File: config.mk
export PLATFORM = sky130hd
export DESIGN_NAME = regfile_write_arbiter
export DESIGN_NICKNAME = d
export VERILOG_FILES = /design/src/rtl/regfile_write_arbiter.sv
export SDC_FILE = /design/constraint.sdc
export NUM_CORES = 1
export LEC_CHECK = 0
export ABC_CLOCK_PERIOD_IN_PS = 2200
export BUFFER_PORTS_ARGS = -buffer_cell sky130_fd_sc_hd__clkbuf_2
export CORE_ASPECT_RATIO = 0.5
export CORE_MARGIN = 1
export CORE_UTILIZATION = 44
export CTS_CLUSTER_SIZE = 24
export DETAILED_ROUTE_END_ITERATION = 10
export PLACE_DENSITY = 0.83
export SYNTH_ARGS = -nofsm -noshare
export SYNTH_HDL_FRONTEND = slang
export SYNTH_SLANG_ARGS = --single-unit
File: constraint.sdc
create_clock -name clk -period 2.2 [get_ports clk]
set_input_delay 0.44 -clock clk [delete_from_list [all_inputs] [get_ports clk]]
set_output_delay 0.44 -clock clk [all_outputs]
set_load 0.01 [all_outputs]
File: src/rtl/regfile_write_arbiter.sv
// Round-robin arbiter for the register bank's single write port, with a one-cycle bulk clear.
// Optional build macro REGARB_R0_ZERO_EN makes register 0 a hardwired zero.
module regfile_write_arbiter #(
  parameter int DW    = 16,
  parameter int NREGS = 16,
  parameter int AW    = 4
) (
  input  logic              clk,
  input  logic              clr_n,
  input  logic [3:0]        req,
  input  logic [4*AW-1:0]   req_addr,
  input  logic [4*DW-1:0]   req_data,
  input  logic              clear_req,
  output logic [3:0]        req_ack,
  output logic [NREGS-1:0]  reg_en,
  output logic [DW-1:0]     reg_data,
  output logic [NREGS-1:0]  reg_clr,
  output logic [1:0]        grant_id,
  output logic              addr_err,
  output logic              busy
);

`ifdef REGARB_R0_ZERO_EN
  localparam bit R0_ZERO = 1'b1;
`else
  localparam bit R0_ZERO = 1'b0;
`endif

  localparam logic [AW:0]      NREGS_W  = (AW+1)'(NREGS);
  localparam logic [NREGS-1:0] CLR_IDLE = NREGS'(R0_ZERO);

  typedef enum logic {IDLE, CLEAR} state_t;

  state_t           state;
  logic [1:0]       ptr;
  logic [3:0]       eligible;
  logic             win_valid;
  logic [1:0]       win;
  logic [1:0]       idx;
  logic [AW-1:0]    win_addr;
  logic [DW-1:0]    win_data;
  logic             addr_ok;
  logic [NREGS-1:0] en_vec;

  // NOTE: every signal written here gets a default first, so no path can infer a latch.
  always_comb begin
    eligible  = req & ~req_ack;
    win_valid = 1'b0;
    win       = ptr;
    idx       = ptr;
    // Scan from the farthest offset down so the nearest eligible index after ptr wins.
    for (int k = 3; k >= 0; k--) begin
      idx = ptr + 2'(k);
      if (eligible[idx]) begin
        win_valid = 1'b1;
        win       = idx;
      end
    end
    win_addr = req_addr[win*AW +: AW];
    win_data = req_data[win*DW +: DW];
    addr_ok  = {1'b0, win_addr} < NREGS_W;
    en_vec   = '0;
    for (int r = 0; r < NREGS; r++) begin
      en_vec[r] = addr_ok && (win_addr == AW'(r)) && !(R0_ZERO && r == 0);
    end
  end

  // NOTE: sequential state uses non-blocking assignments only, so every register sees pre-edge values.
  always_ff @(posedge clk or negedge clr_n) begin
    if (!clr_n) begin
      state    <= IDLE;
      ptr      <= 2'd0;
      req_ack  <= 4'b0;
      reg_en   <= '0;
      reg_data <= '0;
      reg_clr  <= '0;
      grant_id <= 2'd0;
      addr_err <= 1'b0;
      busy     <= 1'b0;
    end else begin
      req_ack  <= 4'b0;
      reg_en   <= '0;
      addr_err <= 1'b0;
      reg_clr  <= CLR_IDLE;
      // Leaving CLEAR always passes through IDLE, so a held clear_req cannot starve writers.
      if (state == IDLE && clear_req) begin
        state   <= CLEAR;
        reg_clr <= '1;
        busy    <= 1'b1;
      end else begin
        state <= IDLE;
        busy  <= |req;
        if (win_valid) begin
          req_ack  <= 4'b1 << win;
          reg_en   <= en_vec;
          reg_data <= win_data;
          grant_id <= win;
          addr_err <= ~addr_ok;
          ptr      <= win + 2'd1;
        end
      end
    end
  end

endmodule

### Yosys cells after proc, flatten, opt, wreduce, memory -nomap -nowiden

Cells that the tools add are included.

* bits in read-only memories: 0
* bits in registers: 58
* word-level logic and storage cells: 65
* memory bits (writable): 0
* memories kept: 0
* input port bits: 87
* bits in latches: 0

* shift operators: 3
* order comparisons: 4
* add/sub/neg operators: 4
* mux-type cells: 23
* eq/ne operators: 15
* reduce and logical (&&, ||, !) cells: 4
* bitwise operators: 4
* multipliers: 0
* divide/modulo/power cells: 0

Operator list (count)
* $shiftx A64 B7 Y16: 1
* $mux W16: 3
* $eq A4 B4 Y1 const B: 8
* $eq A4 B3 Y1 const B: 4
* $shiftx A16 B5 Y4: 1
* $lt A2 B3 Y1 const B: 4
* $mux W1: 10
* $bmux W1 S2: 4
* $eq A4 B2 Y1 const B: 2
* $mux W2: 4
* $mux W4: 2
* $add A2 B1 Y2 const B: 2
* $add A2 B2 Y2 const B: 2
* $and A4 B4 Y4: 1
* $eq A4 B1 Y1 const B: 1
* $logic_not A4 Y1: 1
* $not A4 Y4: 1
* $reduce_or A4 Y1: 1
* $shl A1 B2 Y4 const A: 1
* $not A1 Y1: 2
* $reduce_and A2 Y1: 1
* $logic_and A1 B1 Y1: 1

### Logic depth before layout (Yosys ltp)

* depth in word-level cells: 12
* mapped depth: 9
* mapped depth without buffers: 7

### Least setup slack after synthesis

No wires, ideal clock.

* path kind: input port to flip-flop
* from: input port req[3]
* to: register ptr[1]
* arrival: 1.941 ns
* setup time: 0.131 ns
* path slack: 0.128 ns
* buffers on the path: 2
* stages: 9
* path through: and2b_1 -> o221a_2 -> o21ai_4 -> buf_4 -> buf_6 -> inv_1 -> ha_1 -> nand2_1 -> o21ai_0

* longest elaborated chain between the ends: 8
* elaborated cells on any way between the ends: 19
* classes of those cells: 1 x add/sub; 16 x mux; 1 x bitwise; 1 x reduce/logical

RTL lines
* start, declared: line 10 `input logic [3:0] req,`
* $and A4 B4 Y4 (*): line 47 `eligible = req & ~req_ack;`
* $bmux W1 S2: line 54 `if (eligible[idx]) begin`
* $mux W1 (implied by the code): line 54
* $mux W2 (3 in series): line 54
* $mux W2 (*): line 54
* named net win[0]: line 38 `logic [1:0] win;`
* $add A2 B1 Y2 (*): line 99 `ptr <= win + 2'd1;`
* end signal, assigned: line 99
* end, declared: line 35 `logic [1:0] ptr;`

Mark *: on every way through the listed nets, which the timed path passes. The rest lies on a longest branch. The select of a mux whose other input is x is not followed.
A chain may end at the register's enable or synchronous reset.

### Worst setup path after layout

* from: register req_ack[2]
* to: register reg_en[9]

* longest elaborated chain between the ends: 12
* elaborated cells on any way between the ends: 22
* classes of those cells: 1 x eq/ne; 1 x shift; 18 x mux; 2 x bitwise

RTL lines
* start, declared: line 14 `output logic [3:0] req_ack,`
* start signal, assigned: line 94 `req_ack <= 4'b1 << win;`
* $not A4 Y4 (*): line 47
* $and A4 B4 Y4 (*): line 47
* $bmux W1 S2: line 54
* $mux W1 (implied by the code): line 54
* $mux W2 (4 in series): line 54
* $shiftx A16 B5 Y4: line 59 `win_addr = req_addr[win*AW +: AW];`
* $eq A4 B4 Y1: line 64 `en_vec[r] = addr_ok && (win_addr == AW'(r)) && !(R0_ZERO && r == 0);`
* $mux W16 (*): line 93 `if (win_valid) begin`
* $mux W16 (*): line 86 `if (state == IDLE && clear_req) begin`
* end signal, assigned: line 95 `reg_en <= en_vec;`
* end, declared: line 15 `output logic [NREGS-1:0] reg_en,`

Every way passes the cells marked *; elsewhere a longest branch is shown, timed or not. The select of a mux whose other input is x is not followed.

==> results.yml <==
detailed_routing:
  drt_pre_antenna_iters: 6
  wire_per_inst_um: 15.3
  wl_mm: 6.57
  dr_total_vias: 2302
  drc_errors: 0
  ant_nets: 0
  avgViaCountPerCell: 5.38
  drt-initial-drc-count: 60
sta:
  setup_ws_ns: -0.0173
  fin_worst_skew_ns: 0.00596
  final-hold-violation-count: 0
  post-route-period-util_pct: 101
  worstMarginPinSlew_ns: 0.587
  slew_headroom_pct: 60.1
  maxSlewViolCount: 0
  final-setup-viol-count: 1
  period_minus_slack_ns: 2.22
  max_freq_ghz: 0.451
  whs_ns: 0.199
  rsz0062_at_grt: "true"
setup_path:
  worstPathArrival_ns: 2.42
  critPathBufInv: 1
  r2r_setup_slack_ns: -0.02
  worstPathCellList: "nand2b_4, o221a_2, o21ai_4, buf_12, mux2i_2, mux2i_4, nor4_1"
  cp_max_fo: 9
  worstSetupPathType: "register to register"
  end_kind: "register"
  cp-start-kind: "register"
  crit_path_top_delay_cell: "dfrtp_1"
  crit_family: "simple AND/OR/NAND/NOR gates"
  max_stage_delay_ns: 0.43
  worstPathRequired_ns: 2.40
clock_network:
  cts-root-buf: "clkbuf_8"
  cts.path.max_buffers: 2
  path_clk_slew_ns: 0.10
  htreeDepth: 2
  clk_latency_ns: 0.30
  cts_tree: "done"
  clock_sinks: 42
  cts_inserted_buffers: 5
synthesis:
  synth_seq_area_share_pct: 44.2
  synthArstFlopShare_pct: 100
  avgSynthCellArea_um2: 11.0
  ys.flop_type: "dfrtp_1"
  synth_top_area_share_pct: 44.2
  synth-seq-cells: 42
  synth_area_leaders: "dfrtp_1 (44%), mux2i_1 (11%), mux2_2 (9.0%)"
  syn-num-nets: 307
  synth.top_cells.by_count: "dfrtp_1 (42), mux2i_1 (25), mux2_2 (19)"
  synth_edf_count: 0
  post-synth-top-count-cell: "dfrtp_1"
  synth_cells: 216
  synth_cell_types: 41
  yosysTopAreaCell: "dfrtp_1"
  yosysWarnings: 0
  synthesis.area_um2: 2380
final_layout:
  drive_gt1_share_pct: 58.7
  syn_to_final_growth_pct: 41.4
  diodes: 0
  nNetsFinal: 448
  design_area_um2: 3360
place:
  post-dp-hpwl_mm: 4.93
  routabilityCongestion: 0.854
  portBuffers: 141
  place_area_um2: 3140
global_route:
  grt_pass1_vias: 2191
  grt_pass1_wl_mm: 9.65
  grt_usage_pct: 22.0
  grt_max_degree: 43
  grt_overflow_total: 0
  antenna_found_initial: 0
die:
  coreArea_um2: 5070
  io_pins: 143
  fp-row-count: 18
  die_w_um: 106
  die-height_um: 54.0
  start_util_pct: 46.9
  die_area_um2: 5720
min_path:
  holdCritPathClass: "input port to asynchronous set/reset pin"
run_status:
  violations: "setup timing"
  status: "finished with violations"
pwr:
  peakVddDrop_v: 0.000631
  power_leakage_nw: 1.73
  powerDensity_nw_per_um2: 1470
  finalPower_mw: 4.96
flow_run:
  max-cap-violations: 0
[layer usage]
layer  vias to the layer above  global-route usage [%]  part of all wire [%]
met5                         -                       0                     0
met4                         0                    7.41                   1.7
met3                        12                    4.24                   4.0
met2                        95                    44.9                    55
met1                      1116                    23.8                    39
li1                       1079                       -                     -
[registers in the layout, summed over array words and instances, names as in the netlist]
name      flops
req_ack       4
reg_data     16
reg_clr       1
busy          1
grant_id      2
reg_en       16
ptr           2
[layout by cell type (no fill, tap or decap), types with 2 or more instances in the layout]
cell type / Yosys / final
o21ai_1: 2 / 2
nor2_1: 3 / 3
dfrtp_1: 42 / 42
mux2i_4: 0 / 3
nand2b_4: 2 / 2
mux2_2: 19 / 19
o22ai_1: 17 / 17
buf_6: 2 / 2
mux2i_2: 0 / 4
ha_1: 4 / 4
o21ai_0: 3 / 2
and2_1: 4 / 4
mux2i_1: 25 / 18
nand2_1: 4 / 4
o21ai_4: 1 / 2
inv_1: 4 / 4
nor4_1: 16 / 11
buf_4: 18 / 18
a21oi_1: 17 / 17
nor2b_1: 4 / 4
clkbuf_8: 0 / 5
nor4_2: 0 / 5
nand2b_1: 2 / 2
clkbuf_2: 1 / 141
[area by class of cell]
cell class / instances / area (um^2)
fillers: 390 / 1700
multi-input cells: 142 / 1230
flip-flops and latches: 42 / 1050
repair buffers: 162 / 883
well taps: 70 / 87.6
clock buffers: 5 / 68.8
clock inverters: 3 / 28.8
inverters: 4 / 15.0
[report_power, final]
group	internal, mW	total [mW]	switching [mW]
Clock	0.238	0.547	0.310
Sequential	1.09	1.27	0.182
Combinational	1.46	3.14	1.67
Total	2.79	4.96	2.16
[kinds of logic after synthesis]
group | after synthesis | share of synthesized area, %
mux | 45 | 20.1
fa+ha+maj | 4 | 2.10
flops | 42 | 44.2
other cells | 1 | 0.158
compound gates | 52 | 14.4
buf+inv | 32 | 8.68
simple gates | 40 | 10.4
[stage by stage]
stage,instances,setup TNS [ns],setup WS (ns),utilization [%]
6_report,428,-0.0173,-0.0173,66.4
5_1_grt,428,-0.390,-0.0584,66.4
4_1_cts,428,0,0.00753,64.4
3_5_place_dp,419,-4.14,-0.260,61.9
3_3_place_gp,419,-0.661,-0.0439,61.9
2_1_floorplan,216,0,0.128,-
[worst register-to-register path: stages (launching register included)]
cell	delay [ns]
dfrtp_1	0.43
nand2b_4	0.18
o221a_2	0.30
o21ai_4	0.17
buf_12	0.16
mux2i_2	0.34
mux2i_4	0.18
nor4_1	0.34
[path summary, 6_finish.rpt]
kind,start,endpoint,cells past startpoint
max,req_ack[2],reg_en[9],7
min in group clk,req[1],busy,3
max reg2reg,req_ack[2],reg_en[9],7
min,clr_n,reg_en[1],2
min reg2reg,reg_clr[14],reg_clr[14],1
max in group asynchronous,clr_n,reg_data[4],2
[timing repair]
item / in CTS / in global routing
hold buffers: 0 / 0
resized for setup: 2 / 19
setup buffers: 1 / 0
setup endpoints to repair: 16 / 21
pin swaps: 1 / 0
Note: power is estimated with default switching activity, not from simulation.
